===== config.mk =====
export PLATFORM = sky130hd
export DESIGN_NAME = reset_sequencer
export DESIGN_NICKNAME = d
export VERILOG_FILES = /design/src/rtl/reset_sequencer.sv
export SDC_FILE = /design/constraint.sdc
export NUM_CORES = 1
export LEC_CHECK = 0
export BUFFER_PORTS_ARGS = -buffer_cell sky130_fd_sc_hd__buf_2
export CAP_MARGIN = 25
export CORE_ASPECT_RATIO = 1.5
export CORE_UTILIZATION = 50
export CTS_CLUSTER_SIZE = 10
export DETAILED_ROUTE_END_ITERATION = 10
export HOLD_SLACK_MARGIN = 0.08
export PLACE_DENSITY = 0.68
export SYNTH_ARGS = -nofsm -noshare
export SYNTH_HDL_FRONTEND = slang
export SYNTH_SLANG_ARGS = --single-unit
export TNS_END_PERCENT = 10

===== constraint.sdc =====
create_clock -name clk_sys -period 1.99 [get_ports clk_sys]
set_input_delay 0.0995 -clock clk_sys [delete_from_list [all_inputs] [get_ports clk_sys]]
set_output_delay 0.0995 -clock clk_sys [all_outputs]
set_load 0.01 [all_outputs]

===== src/rtl/reset_sequencer.sv =====
// Power-up / soft-reset sequencer: merges PLL lock and debounced soft-reset requests into
// one abort cause, then releases N_OUT reset domains in order after a hold period.
module reset_sequencer #(
    parameter int N_SRC       = 3,
    parameter int N_OUT       = 3,
    parameter int HOLD_CYCLES = 256,
    parameter int STAGE_GAP   = 16,
    parameter int DEBOUNCE    = 4
) (
    input  logic             clk_sys,
    input  logic             reset,
    input  logic             pll_locked,
    input  logic [N_SRC-1:0] rst_req,
    output logic [N_OUT-1:0] rst_out,
    output logic             ready,
    output logic [N_SRC:0]   cause
);

    localparam int CNT_MAX = (HOLD_CYCLES > STAGE_GAP) ? HOLD_CYCLES : STAGE_GAP;
    localparam int CW      = $clog2(CNT_MAX);
    localparam int SW      = $clog2(N_OUT + 1);
    localparam int DW      = $clog2(DEBOUNCE + 1);

    localparam logic [CW-1:0] HOLD_LAST = CW'(HOLD_CYCLES - 1);
    localparam logic [CW-1:0] GAP_LAST  = CW'(STAGE_GAP - 1);
    localparam logic [SW-1:0] S_LAST    = SW'(N_OUT);
    localparam logic [DW-1:0] DB_MAX    = DW'(DEBOUNCE);

    typedef enum logic [1:0] {HOLD, COUNT, STAGE, RUN} state_t;

    state_t           state_q, state_d;
    logic [CW-1:0]    cnt_q, cnt_d;
    logic [SW-1:0]    s_q, s_d;
    logic [N_OUT-1:0] rst_out_q, rst_out_d;
    logic [N_SRC:0]   cause_q, cause_d;

    logic             lock_meta_q, lock_s_q;
    logic [N_SRC-1:0] req_meta_q, req_s_q;
    logic [N_SRC-1:0] req_db;
    logic             abort;

    always_ff @(posedge clk_sys or posedge reset) begin
        if (reset) begin
            lock_meta_q <= 1'b0;
            lock_s_q    <= 1'b0;
            req_meta_q  <= '0;
            req_s_q     <= '0;
        end else begin
            lock_meta_q <= pll_locked;
            lock_s_q    <= lock_meta_q;
            req_meta_q  <= rst_req;
            req_s_q     <= req_meta_q;
        end
    end

    // Saturating per-source counter; any low sample drops the request at once.
    for (genvar g = 0; g < N_SRC; g++) begin : g_db
        logic [DW-1:0] db_q;

        always_ff @(posedge clk_sys or posedge reset) begin
            if (reset)
                db_q <= '0;
            else if (!req_s_q[g])
                db_q <= '0;
            else if (db_q != DB_MAX)
                db_q <= db_q + DW'(1);
        end

        assign req_db[g] = (db_q == DB_MAX);
    end

    assign abort = ~lock_s_q | (|req_db);

    always_comb begin
        state_d = state_q;
        cnt_d   = cnt_q;
        s_d     = s_q;
        cause_d = cause_q;
        if (state_q != HOLD && abort) begin
            state_d = HOLD;
            cnt_d   = '0;
            s_d     = '0;
            cause_d = {~lock_s_q, req_db};
        end else begin
            case (state_q)
                HOLD: begin
                    cnt_d = '0;
                    s_d   = '0;
                    if (!abort) state_d = COUNT;
                end
                COUNT: begin
                    if (cnt_q == HOLD_LAST) begin
                        cnt_d   = '0;
                        s_d     = SW'(1);
                        state_d = (S_LAST == SW'(1)) ? RUN : STAGE;
                    end else begin
                        cnt_d = cnt_q + CW'(1);
                    end
                end
                STAGE: begin
                    if (cnt_q == GAP_LAST) begin
                        cnt_d = '0;
                        s_d   = s_q + SW'(1);
                        if (s_d == S_LAST) state_d = RUN;
                    end else begin
                        cnt_d = cnt_q + CW'(1);
                    end
                end
                default: ;
            endcase
        end
        // Outputs are decoded from next-state s so they change on the same edge as s.
        rst_out_d = '0;
        for (int i = 0; i < N_OUT; i++)
            rst_out_d[i] = (s_d <= SW'(i));
    end

    always_ff @(posedge clk_sys or posedge reset) begin
        if (reset) begin
            state_q   <= HOLD;
            cnt_q     <= '0;
            s_q       <= '0;
            rst_out_q <= '1;
            cause_q   <= {1'b1, {N_SRC{1'b0}}};
        end else begin
            state_q   <= state_d;
            cnt_q     <= cnt_d;
            s_q       <= s_d;
            rst_out_q <= rst_out_d;
            cause_q   <= cause_d;
        end
    end

    assign rst_out = rst_out_q;
    assign ready   = (state_q == RUN);
    assign cause   = cause_q;

endmodule

Word level (Yosys, flattened, before mapping):

Cells that the tools add are included.

* $add $sub $neg: 5
* magnitude comparators: 3
* reduce and logical (&&, ||, !) cells: 6
* equal/unequal tests: 19
* bitwise logic cells: 2
* muxes and demuxes: 20

Operators with widths (number)
* $mux W8: 3
* $pmux W8 S3: 1
* $ne A3 B3 Y1 const B: 7
* $mux W3: 6
* $mux W2: 8
* $pmux W2 S3: 2
* $add A3 B1 Y3 const B: 3
* $eq A3 B3 Y1 const B: 3
* $add A8 B1 Y8 const B: 1
* $eq A8 B4 Y1 const B: 1
* $eq A8 B8 Y1 const B: 1
* $eq A2 B2 Y1 const B: 3
* $ne A2 B1 Y1 const B: 3
* $reduce_and A5 Y1: 1
* $le A2 B1 Y1 const B: 2
* $reduce_bool A4 Y1: 1
* $reduce_or A3 Y1: 1
* $add A2 B1 Y2 const B: 1
* $eq A2 B1 Y1 const B: 1
* $le A2 B2 Y1 const B: 1
* $logic_not A2 Y1: 1
* $reduce_bool A2 Y1: 1
* $logic_and A1 B1 Y1: 1
* $not A1 Y1: 1
* $or A1 B1 Y1: 1

* flip-flop bits (word level): 36
* word-level logic and storage cells: 67

Logic depth before layout (Yosys ltp):

Gate-level depths: netlist (run 1).

* depth in word-level cells: 6
* depth in mapped cells: 7

Worst setup path after synthesis (run 1):

Ideal clock, no wire load.

* kind: flip-flop to flip-flop
* from: reg g_db[2].db_q[0]
* to: reg state_q[0]
* stages on the path, launching flop included: 7
* library setup time: 90 ps
* arrival: 1565 ps
* path buffers: 0
* path slack: 335 ps
* path through: dfrtp_1 > inv_1 > ha_1 > a22oi_1 > o2111ai_1 > or3_1 > o221ai_1

* word-level cells in the longest chain between the ends: 6

Ends and longest elaborated chain
* from (decl): RTL line 58 `logic [DW-1:0] db_q;`
* from (signal assigned): RTL line 66 `db_q <= db_q + DW'(1);`
* $eq A3 B3 Y1 (*): RTL line 69 `assign req_db[g] = (db_q == DB_MAX);`
* $reduce_or A3 Y1 (*): RTL line 72 `assign abort = ~lock_s_q | (|req_db);`
* $or A1 B1 Y1 (*): RTL line 72
* $logic_and A1 B1 Y1: RTL line 79 `if (state_q != HOLD && abort) begin`
* $ne A3 B3 Y1 (no line) or $reduce_bool A4 Y1 (tied branches)
* $reduce_and A5 Y1 (no line)
* to (signal assigned): RTL line 126 `state_q <= state_d;`
* to (decl): RTL line 31 `state_t state_q, state_d;`

Mark *: on every way between the ends. The rest lies on a longest branch, timed or not.
A chain may end at the register's enable or synchronous reset.

Final worst setup path (run 1):

* from: reg state_q[1]
* to: reg state_q[0]

* word-level cells in the longest chain between the ends: 4

Ends and longest elaborated chain (RTL line)
* $reduce_bool A2 Y1: 79
* $logic_and A1 B1 Y1: 79
* $ne A3 B3 Y1 (no line) or $reduce_bool A4 Y1 (tied branches)
* $reduce_and A5 Y1 (no line)

Several ways; a longest one is shown, not always the timed one.

==> results of run 1 <==
[registers in the layout, summed over array words and instances, names as in the netlist]
signal and count:
cause 4, req_s_q 3, state_q 2, rst_out 3, g_db.db_q 9, cnt_q 8
lock_s_q 1, lock_meta_q 1, req_meta_q 3, s_q 2
[per-layer routing]
metal | part of all wire | global-route usage
met5 | 0 | 0
met4 | 0.019 | 0.105
met3 | 0.030 | 0.0491
met2 | 0.55 | 0.369
met1 | 0.41 | 0.192
[worst paths after layout]
path | cells after the start | end
max | 5 | state_q[0]$_DFFE_PP0P_
min reg2reg | 0 | req_s_q[2]$_DFF_PP0_
min in group asynchronous | 4 | req_s_q[2]$_DFF_PP0_
max in group asynchronous | 4 | rst_out[2]$_DFF_PP1_
max reg2reg | 5 | state_q[0]$_DFFE_PP0P_
min | 0 | req_s_q[2]$_DFF_PP0_
[layout by cell type (no fill, tap or decap), drive strengths merged, types with 2 or more instances in the layout]
cell         count
dfstp            4
xnor2            4
ha              12
o31ai            2
nand3            5
nand4            2
nor2             2
a31oi            4
and4             2
xor2             5
a21oi            2
inv             16
o2111ai          2
buf             17
o21ai           18
dfrtp           32
dlygate4sd3      5
clkbuf           7
a21boi           3
nand2           22
and2             3
o21a             3
or3              3
[metrics by stage]
| stage | util | cell area (um^2) | hold slack [ps] |
|---|---|---|---|
| 2_1_floorplan | - | 1740 | 131 |
| 3_3_place_gp | 0.579 | 1860 | 207 |
| 3_5_place_dp | 0.579 | 1860 | 209 |
| 4_1_cts | 0.619 | 2000 | 357 |
| 5_1_grt | 0.621 | 2000 | 364 |
| 6_report | 0.621 | 2000 | 351 |
[cells by family (layout without fill, tap and decap cells)]
kind of cell	after synthesis	after routing	share of synthesized area
compound gates	42	42	0.157
xor+xnor	9	9	0.0453
fa+ha+maj	12	12	0.0862
buf+inv	20	46	0.0474
flops	36	36	0.520
mux	1	1	0.00575
simple gates	45	45	0.138
[power by group]
group | leakage (uW) | switching, uW | internal [uW] | total (uW)
clock | 0.0000422 | 247 | 245 | 493
combinational | 0.000418 | 331 | 231 | 562
sequential | 0.000459 | 72.0 | 823 | 895
total | 0.000919 | 650 | 1300 | 1950
[worst max-delay path: cells and delay by family (launching register included)]
kind | cells | cell delay (ps)
and+or+nand+nor | 1 | 420
DFF | 1 | 440
AOI/OAI and AO/OA | 2 | 370
buffers and inverters | 1 | 110
adders and majority gates | 1 | 370
[area by class of cell]
| class | count | share of cell area |
|---|---|---|
| inverters | 16 | 0.0300 |
| clock buffers | 7 | 0.0381 |
| well taps | 40 | 0.0250 |
| clock inverters | 1 | 0.00250 |
| multi-input cells | 109 | 0.379 |
| flip-flops and latches | 36 | 0.453 |
| repair buffers | 22 | 0.0725 |
[Yosys cell counts (all sizes together) (2+ instances only)]
cell type | number | area [um^2]
clkbuf | 3 | 11.3
nand2 | 22 | 82.6
xnor2 | 4 | 35.0
nand4 | 2 | 12.5
dfrtp | 32 | 801
nor2 | 2 | 7.51
o31ai | 2 | 15.0
a31oi | 4 | 25.0
xor2 | 5 | 43.8
a21boi | 3 | 22.5
and4 | 2 | 17.5
inv | 16 | 60.1
o21ai | 18 | 90.1
o2111ai | 2 | 17.5
or3 | 3 | 23.8
and2 | 3 | 18.8
dfstp | 4 | 105
nand3 | 5 | 25.0
ha | 12 | 150
a21oi | 2 | 13.8
o21a | 3 | 22.5
[timing repair]
action	CTS	global route
endpoints found under the hold margin	36	0
setup endpoints to repair	0	1
resized for setup	0	2
hold buffers	5	0
==> flow_summary.yaml, run 1 <==
placed_design:
  hpwlAfterDp_mm: 2.36
  post-place-ws_ps: 139
  dp_cells: 218
  gp_congestion: 0.739
  portBuffers: 13
synth:
  avgSynthCellArea_um2: 10.6
  yosysSeqAreaShare: 0.520
  yosys_warnings: 0
  synth_cell_types: 39
  synth_area_um2: 1740
  synthArstFlopShare: 1.00
  syn_inst: 165
  synth-seq-cells: 36
  synthFlopType: "dfrtp_1"
  synth.net_count: 183
  synth_edf_count: 0
detailed_routing:
  antenna_left: 0
  avgRoutedWirePerCell_um: 13.9
  vias: 1261
  first_pass_iters: 4
  drt-total-wl_mm: 3.21
  routed_via_density: 5.46
  drc: 0
  drt_iter0_drc: 23
floorplanning:
  pin_count: 14
  core_area_um2: 3220
  rows: 25
  initial_core_util: 0.541
  fp.dieW_um: 50.2
  die_area_um2: 3730
  fp.dieH_um: 74.3
finish:
  fillCellCount: 271
  multi_input_area_um2: 758
  antenna_cells: 0
  seq_area_um2: 906
  area_growth_pct: 14.9
  final_cells: 231
  nNetsFinal: 208
  drive_gt1_frac: 0.173
pwr:
  irDropWorstVdd_v: 0.000543
  p_leak_uw: 0.000919
  power_density_nw_per_um2: 974
  p_total_uw: 1950
setup_path:
  r2r-start: "state_q[1]$_DFFE_PP0P_"
  critical_path.cell_chain: "inv_1 > ha_1 > o2111ai_1 > or3_1 > o221ai_1"
  crit_path_max_fanout: 5
  startpoint: "state_q[1]$_DFFE_PP0P_"
  cp.arrival_ps: 2010
  end_kind: "flip-flop"
  r2r_slack_ps: 190
  crit_slowest_cell: "dfrtp_1"
  path_class: "flip-flop to flip-flop"
  required_ps: 2190
  cp-start-kind: "flip-flop"
  slowest_delay_ps: 440
grt:
  grt_pass1_vias: 1275
  grt_antenna_before_repair: 0
  grt_use_total: 0.196
  grt_max_degree: 37
  grt_first_pass_wirelength_mm: 5.32
  overflow: 0
clock_tree:
  cts_tree: "done"
  clkTransAtPathRegs_ps: 70
  insertion_delay_ps: 290
  cts_buffers: 5
  clockBufferDepth: 2
  postCtsSetupRepairBufs: 0
  htree_num_levels: 2
  clock-root-buffer: "clkbuf_8"
  cts_sinks: 36
sta:
  period_needed_ps: 1800
  tightest_slew_ps: 443
  worst_slack_ps: 187
  slew_headroom: 0.705
  drv_slew: 0
  fin_skew_ps: 3.30
  fin_crit_sh: 0.906
  setup_viol: 0
  rsz0062_at_grt: "no"
  setup_tns_ps: 0
  hold_violations: 0
  fmax_mhz: 555
min_path:
  hp-class: "flip-flop to flip-flop"
  hold_start: "req_meta_q[2]$_DFF_PP0_"
flow_run:
  max_cap_viol_count: 0
run_status:
  status: "finished, final reports clean"
Power figures use the tool's default switching activity.
==> run 2, diff against run 1 <==
Clock period 1.99 ns to 2.1 ns, I/O delays scaled along.
==> flow_summary.yaml, run 2 (same netlist as run 1, synthesis figures left out) <==
run_status:
  status: "finished, final reports clean"
sta:
  tightest_slew_ps: 527
  fin_crit_sh: 0.910
  rsz0062_at_grt: "no"
  setup_tns_ps: 0
  slew_headroom: 0.647
  setup_viol: 0
  fin_skew_ps: 6.19
  drv_slew: 0
  hold_violations: 0
  period_needed_ps: 1910
  fmax_mhz: 523
setup_path:
  startpoint: "g_db[2].db_q[0]$_DFFE_PP0P_"
  reg2regPathDepth: 6
  crit_slowest_cell: "or3_1"
  r2r_slack_ps: 190
  crit_end: "state_q[1]$_DFFE_PP0P_"
  path_class: "flip-flop to flip-flop"
  r2r-end: "state_q[1]$_DFFE_PP0P_"
  crit_path_max_fanout: 4
  critical_path.cell_chain: "inv_1 > ha_1 > a22oi_1 > o2111ai_1 > or3_1 > mux2i_1"
  required_ps: 2290
  cp.arrival_ps: 2110
  slowest_delay_ps: 430
  end_kind: "flip-flop"
  cp-start-kind: "flip-flop"
  r2r-start: "g_db[2].db_q[0]$_DFFE_PP0P_"
placed_design:
  dp_cells: 217
  portBuffers: 13
  hpwlAfterDp_mm: 2.48
  placed_area_um2: 1860
  gp_congestion: 0.769
floorplanning:
  initial_core_util: 0.541
  pin_count: 14
  rows: 25
  fp.dieW_um: 50.2
  core_area_um2: 3220
  fp.dieH_um: 74.3
  die_area_um2: 3730
finish:
  final_cells: 230
  antenna_cells: 0
  mostFrequentLayoutCells: "32 x dfrtp_1, 22 x nand2_1, 18 x o21ai_0"
  postLayoutCellArea_um2: 1990
  largest_register_ffs: 9
  final_common_cell: "dfrtp_1"
  area_growth_pct: 14.2
  regMostFlops: "g_db.db_q"
  drive_gt1_frac: 0.163
  nNetsFinal: 207
  fillCellCount: 282
detailed_routing:
  vias: 1276
  first_pass_iters: 4
  avgRoutedWirePerCell_um: 14.8
  antenna_left: 0
  routed_via_density: 5.55
  drt-total-wl_mm: 3.41
  drc: 0
  drt_iter0_drc: 30
grt:
  grt_use_total: 0.210
  grt_antenna_before_repair: 0
  grt_max_degree: 37
  grt_first_pass_wirelength_mm: 5.70
  grt_pass1_vias: 1252
  overflow: 0
clock_tree:
  clockBufferDepth: 2
  clock-root-buffer: "clkbuf_8"
  postCtsSetupRepairBufs: 0
  cts_buffers: 5
  cts_tree: "done"
  cts_sinks: 36
  insertion_delay_ps: 280
  post_cts_resized: 0
  htree_num_levels: 2
  clkTransAtPathRegs_ps: 70
min_path:
  hp-class: "flip-flop to flip-flop"
pwr:
  p_leak_uw: 0.000914
  irDropWorstVdd_v: 0.000570
  power_density_nw_per_um2: 923
flow_run:
  max_cap_viol_count: 0
## run 2: final cells by class
class / count / area, um^2 / share of cell area
multi-input combinational: 109 / 753 / 0.379
inverter: 16 / 60.1 / 0.0302
timing repair buffer: 21 / 138 / 0.0692
clock inverter: 1 / 5.00 / 0.00252
clock buffer: 7 / 76.3 / 0.0384
tap: 40 / 50.0 / 0.0252
sequential: 36 / 906 / 0.456
## run 2: through the flow
step	util	power, uW	setup WS (ps)	hold WS, ps
6_report	0.617	1830	188	354
5_1_grt	0.617	1950	71.0	370
4_1_cts	0.617	1850	177	356
3_5_place_dp	0.576	1370	219	215
3_3_place_gp	0.576	1340	329	213
2_1_floorplan	-	1210	445	136
## run 2: layer usage
| layer | track usage | vias to the layer above | share of wire |
|---|---|---|---|
| met5 | 0 | - | 0 |
| met4 | 0.114 | 0 | 0.022 |
| met3 | 0.0368 | 7 | 0.016 |
| met2 | 0.390 | 14 | 0.55 |
| met1 | 0.222 | 625 | 0.41 |
| li1 | - | 630 | - |
## run 2: where the power goes
part	total (uW)	internal, uW	switching [uW]
clock	464	233	232
combinational	525	205	320
sequential	845	780	65.1
## run 2: critical path, delay by kind of cell, from the launching register on
kind	cells	cell delay [ps]
buffers and inverters	1	80
AO/OA/AOI/OAI	2	490
multiplexers	1	220
flip-flops	1	360
AND/OR/NAND/NOR	1	430
adder cells (fa/ha/maj)	1	250
## run 2: worst min path at each step
stage | slack (ps) | startpoint | to | cells past startpoint
after floorplan | 140 | pll_locked | lock_meta_q$_DFF_PP0_ | 0
after global placement | 210 | rst_req[2] | req_meta_q[2]$_DFF_PP0_ | 1
after detailed placement | 210 | rst_req[1] | req_meta_q[1]$_DFF_PP0_ | 1
after CTS | 360 | req_meta_q[0]$_DFF_PP0_ | req_s_q[0]$_DFF_PP0_ | 0
after global routing | 370 | req_meta_q[0]$_DFF_PP0_ | req_s_q[0]$_DFF_PP0_ | 0
final | 350 | req_meta_q[0]$_DFF_PP0_ | req_s_q[0]$_DFF_PP0_ | 0
## run 2: repair_timing
| action | in CTS | in global routing |
|---|---|---|
| hold buffers | 5 | 0 |
| hold endpoints to repair | 36 | 0 |
| endpoints found under the setup margin | 0 | 0 |
==> run 3, diff against run 2 <==
Clock period 2.1 ns to 2.2 ns, I/O delays scaled along.
==> flow_summary.yaml, run 3 (same netlist as run 1, synthesis figures left out) <==
clock_tree:
  cts_sinks: 36
  post_cts_resized: 0
  clkTransAtPathRegs_ps: 70
  insertion_delay_ps: 290
  postCtsSetupRepairBufs: 0
  clock-root-buffer: "clkbuf_8"
  htree_num_levels: 2
  clockBufferDepth: 2
  cts_tree: "done"
  cts_hold_buf: 5
  cts_buffers: 5
sta:
  period_needed_ps: 1860
  fin_skew_ps: 10.2
  setup_tns_ps: 0
  fin_crit_sh: 0.847
  drv_slew: 0
  hold_violations: 0
  slew_headroom: 0.668
  rsz0062_at_grt: "no"
  tightest_slew_ps: 496
  worst_slack_ps: 336
  fmax_mhz: 537
  setup_viol: 0
finish:
  final_common_cell: "dfrtp_1"
  largest_register_ffs: 9
  regMostFlops: "g_db.db_q"
  mostFrequentLayoutCells: "32 x dfrtp_1, 22 x nand2_1, 18 x o21ai_0"
  drive_gt1_frac: 0.164
  area_growth_pct: 14.8
  antenna_cells: 0
  nNetsFinal: 206
setup_path:
  crit_slowest_cell: "or3_1"
  slowest_delay_ps: 420
  r2r_slack_ps: 340
  cp-start-kind: "flip-flop"
  cp.arrival_ps: 2060
  startpoint: "g_db[2].db_q[0]$_DFFE_PP0P_"
  end_kind: "flip-flop"
  crit_path_max_fanout: 4
  r2r-end: "state_q[0]$_DFFE_PP0P_"
  cp_top_family: "compound AO/OA/AOI/OAI gates"
  r2r-start: "g_db[2].db_q[0]$_DFFE_PP0P_"
  path_class: "flip-flop to flip-flop"
  required_ps: 2400
  crit_buf_inv: 1
  critical_path.cell_chain: "inv_1 > ha_1 > a22oi_1 > o2111ai_1 > or3_1 > o221ai_1"
  reg2regPathDepth: 6
flow_run:
  max_cap_viol_count: 0
floorplanning:
  core_area_um2: 3220
  initial_core_util: 0.541
  pin_count: 14
  fp.dieH_um: 74.3
  fp.dieW_um: 50.2
  rows: 25
  die_area_um2: 3730
placed_design:
  portBuffers: 13
  hpwlAfterDp_mm: 2.23
  gp_congestion: 0.767
  post-place-ws_ps: 335
detailed_routing:
  vias: 1242
  drc: 0
  routed_via_density: 5.42
  top_layer_used: "met4"
  wl_met2_mm: 1.62
  antenna_left: 0
  m1WireLength_mm: 1.31
  avgRoutedWirePerCell_um: 13.5
  route.met3.wl_um: 65
  first_pass_iters: 4
  drt_iter0_drc: 25
  drt-total-wl_mm: 3.09
min_path:
  whs_path_depth: 0
  hp-class: "flip-flop to flip-flop"
  worstHoldEndpoint: "lock_s_q$_DFF_PP0_"
  hold_start: "lock_meta_q$_DFF_PP0_"
grt:
  grt_use_total: 0.200
  grt_antenna_before_repair: 0
  grt_pass1_vias: 1257
  grt_max_degree: 37
  grt_first_pass_wirelength_mm: 5.52
  overflow: 0
pwr:
  p_leak_uw: 0.000919
  power_density_nw_per_um2: 897
  irDropWorstVdd_v: 0.000554
run_status:
  status: "finished, final reports clean"
run 3: stage by stage:
step | util | std cells | instance area [um^2] | total power, uW | hold WS, ps
floorplan | - | 165 | 1740 | 1160 | 141
global placement | 0.574 | 216 | 1850 | 1280 | 218
detailed placement | 0.574 | 216 | 1850 | 1300 | 220
CTS | 0.621 | 229 | 2000 | 1820 | 354
global route | 0.621 | 229 | 2000 | 1920 | 368
finish | 0.621 | 229 | 2000 | 1790 | 354
run 3: area by class of cell:
class,instances,area [um^2]
clock buffer,8,100
fill,276,1220
tap,40,50.0
sequential,36,906
inverter,16,60.1
multi-input combinational,109,753
timing repair buffer,20,130
run 3: report_power, final:
part | internal [uW] | switching [uW] | total (uW)
Combinational | 194 | 286 | 480
Clock | 286 | 222 | 508
Sequential | 745 | 61.5 | 806
run 3: per-layer routing:
metal | vias up | track usage
li1 | 619 | -
met1 | 603 | 0.232
met2 | 11 | 0.336
met3 | 9 | 0.0429
met4 | 0 | 0.117
met5 | - | 0
run 3: worst max-delay path by stage:
stage | to | slack (ps) | cells past startpoint
floorplan | state_q[0]$_DFFE_PP0P_ | 550 | 6
global placement | state_q[0]$_DFFE_PP0P_ | 370 | 6
detailed placement | state_q[0]$_DFFE_PP0P_ | 340 | 6
CTS | state_q[0]$_DFFE_PP0P_ | 320 | 6
global route | cnt_q[6]$_DFFE_PP0P_ | 110 | 5
finish | state_q[0]$_DFFE_PP0P_ | 340 | 6
run 3: worst reg2reg max path: stages, from the launching register on:
cell       delay, ps
dfrtp_1          360
inv_1             70
ha_1             240
a22oi_1          290
o2111ai_1        210
or3_1            420
o221ai_1         190
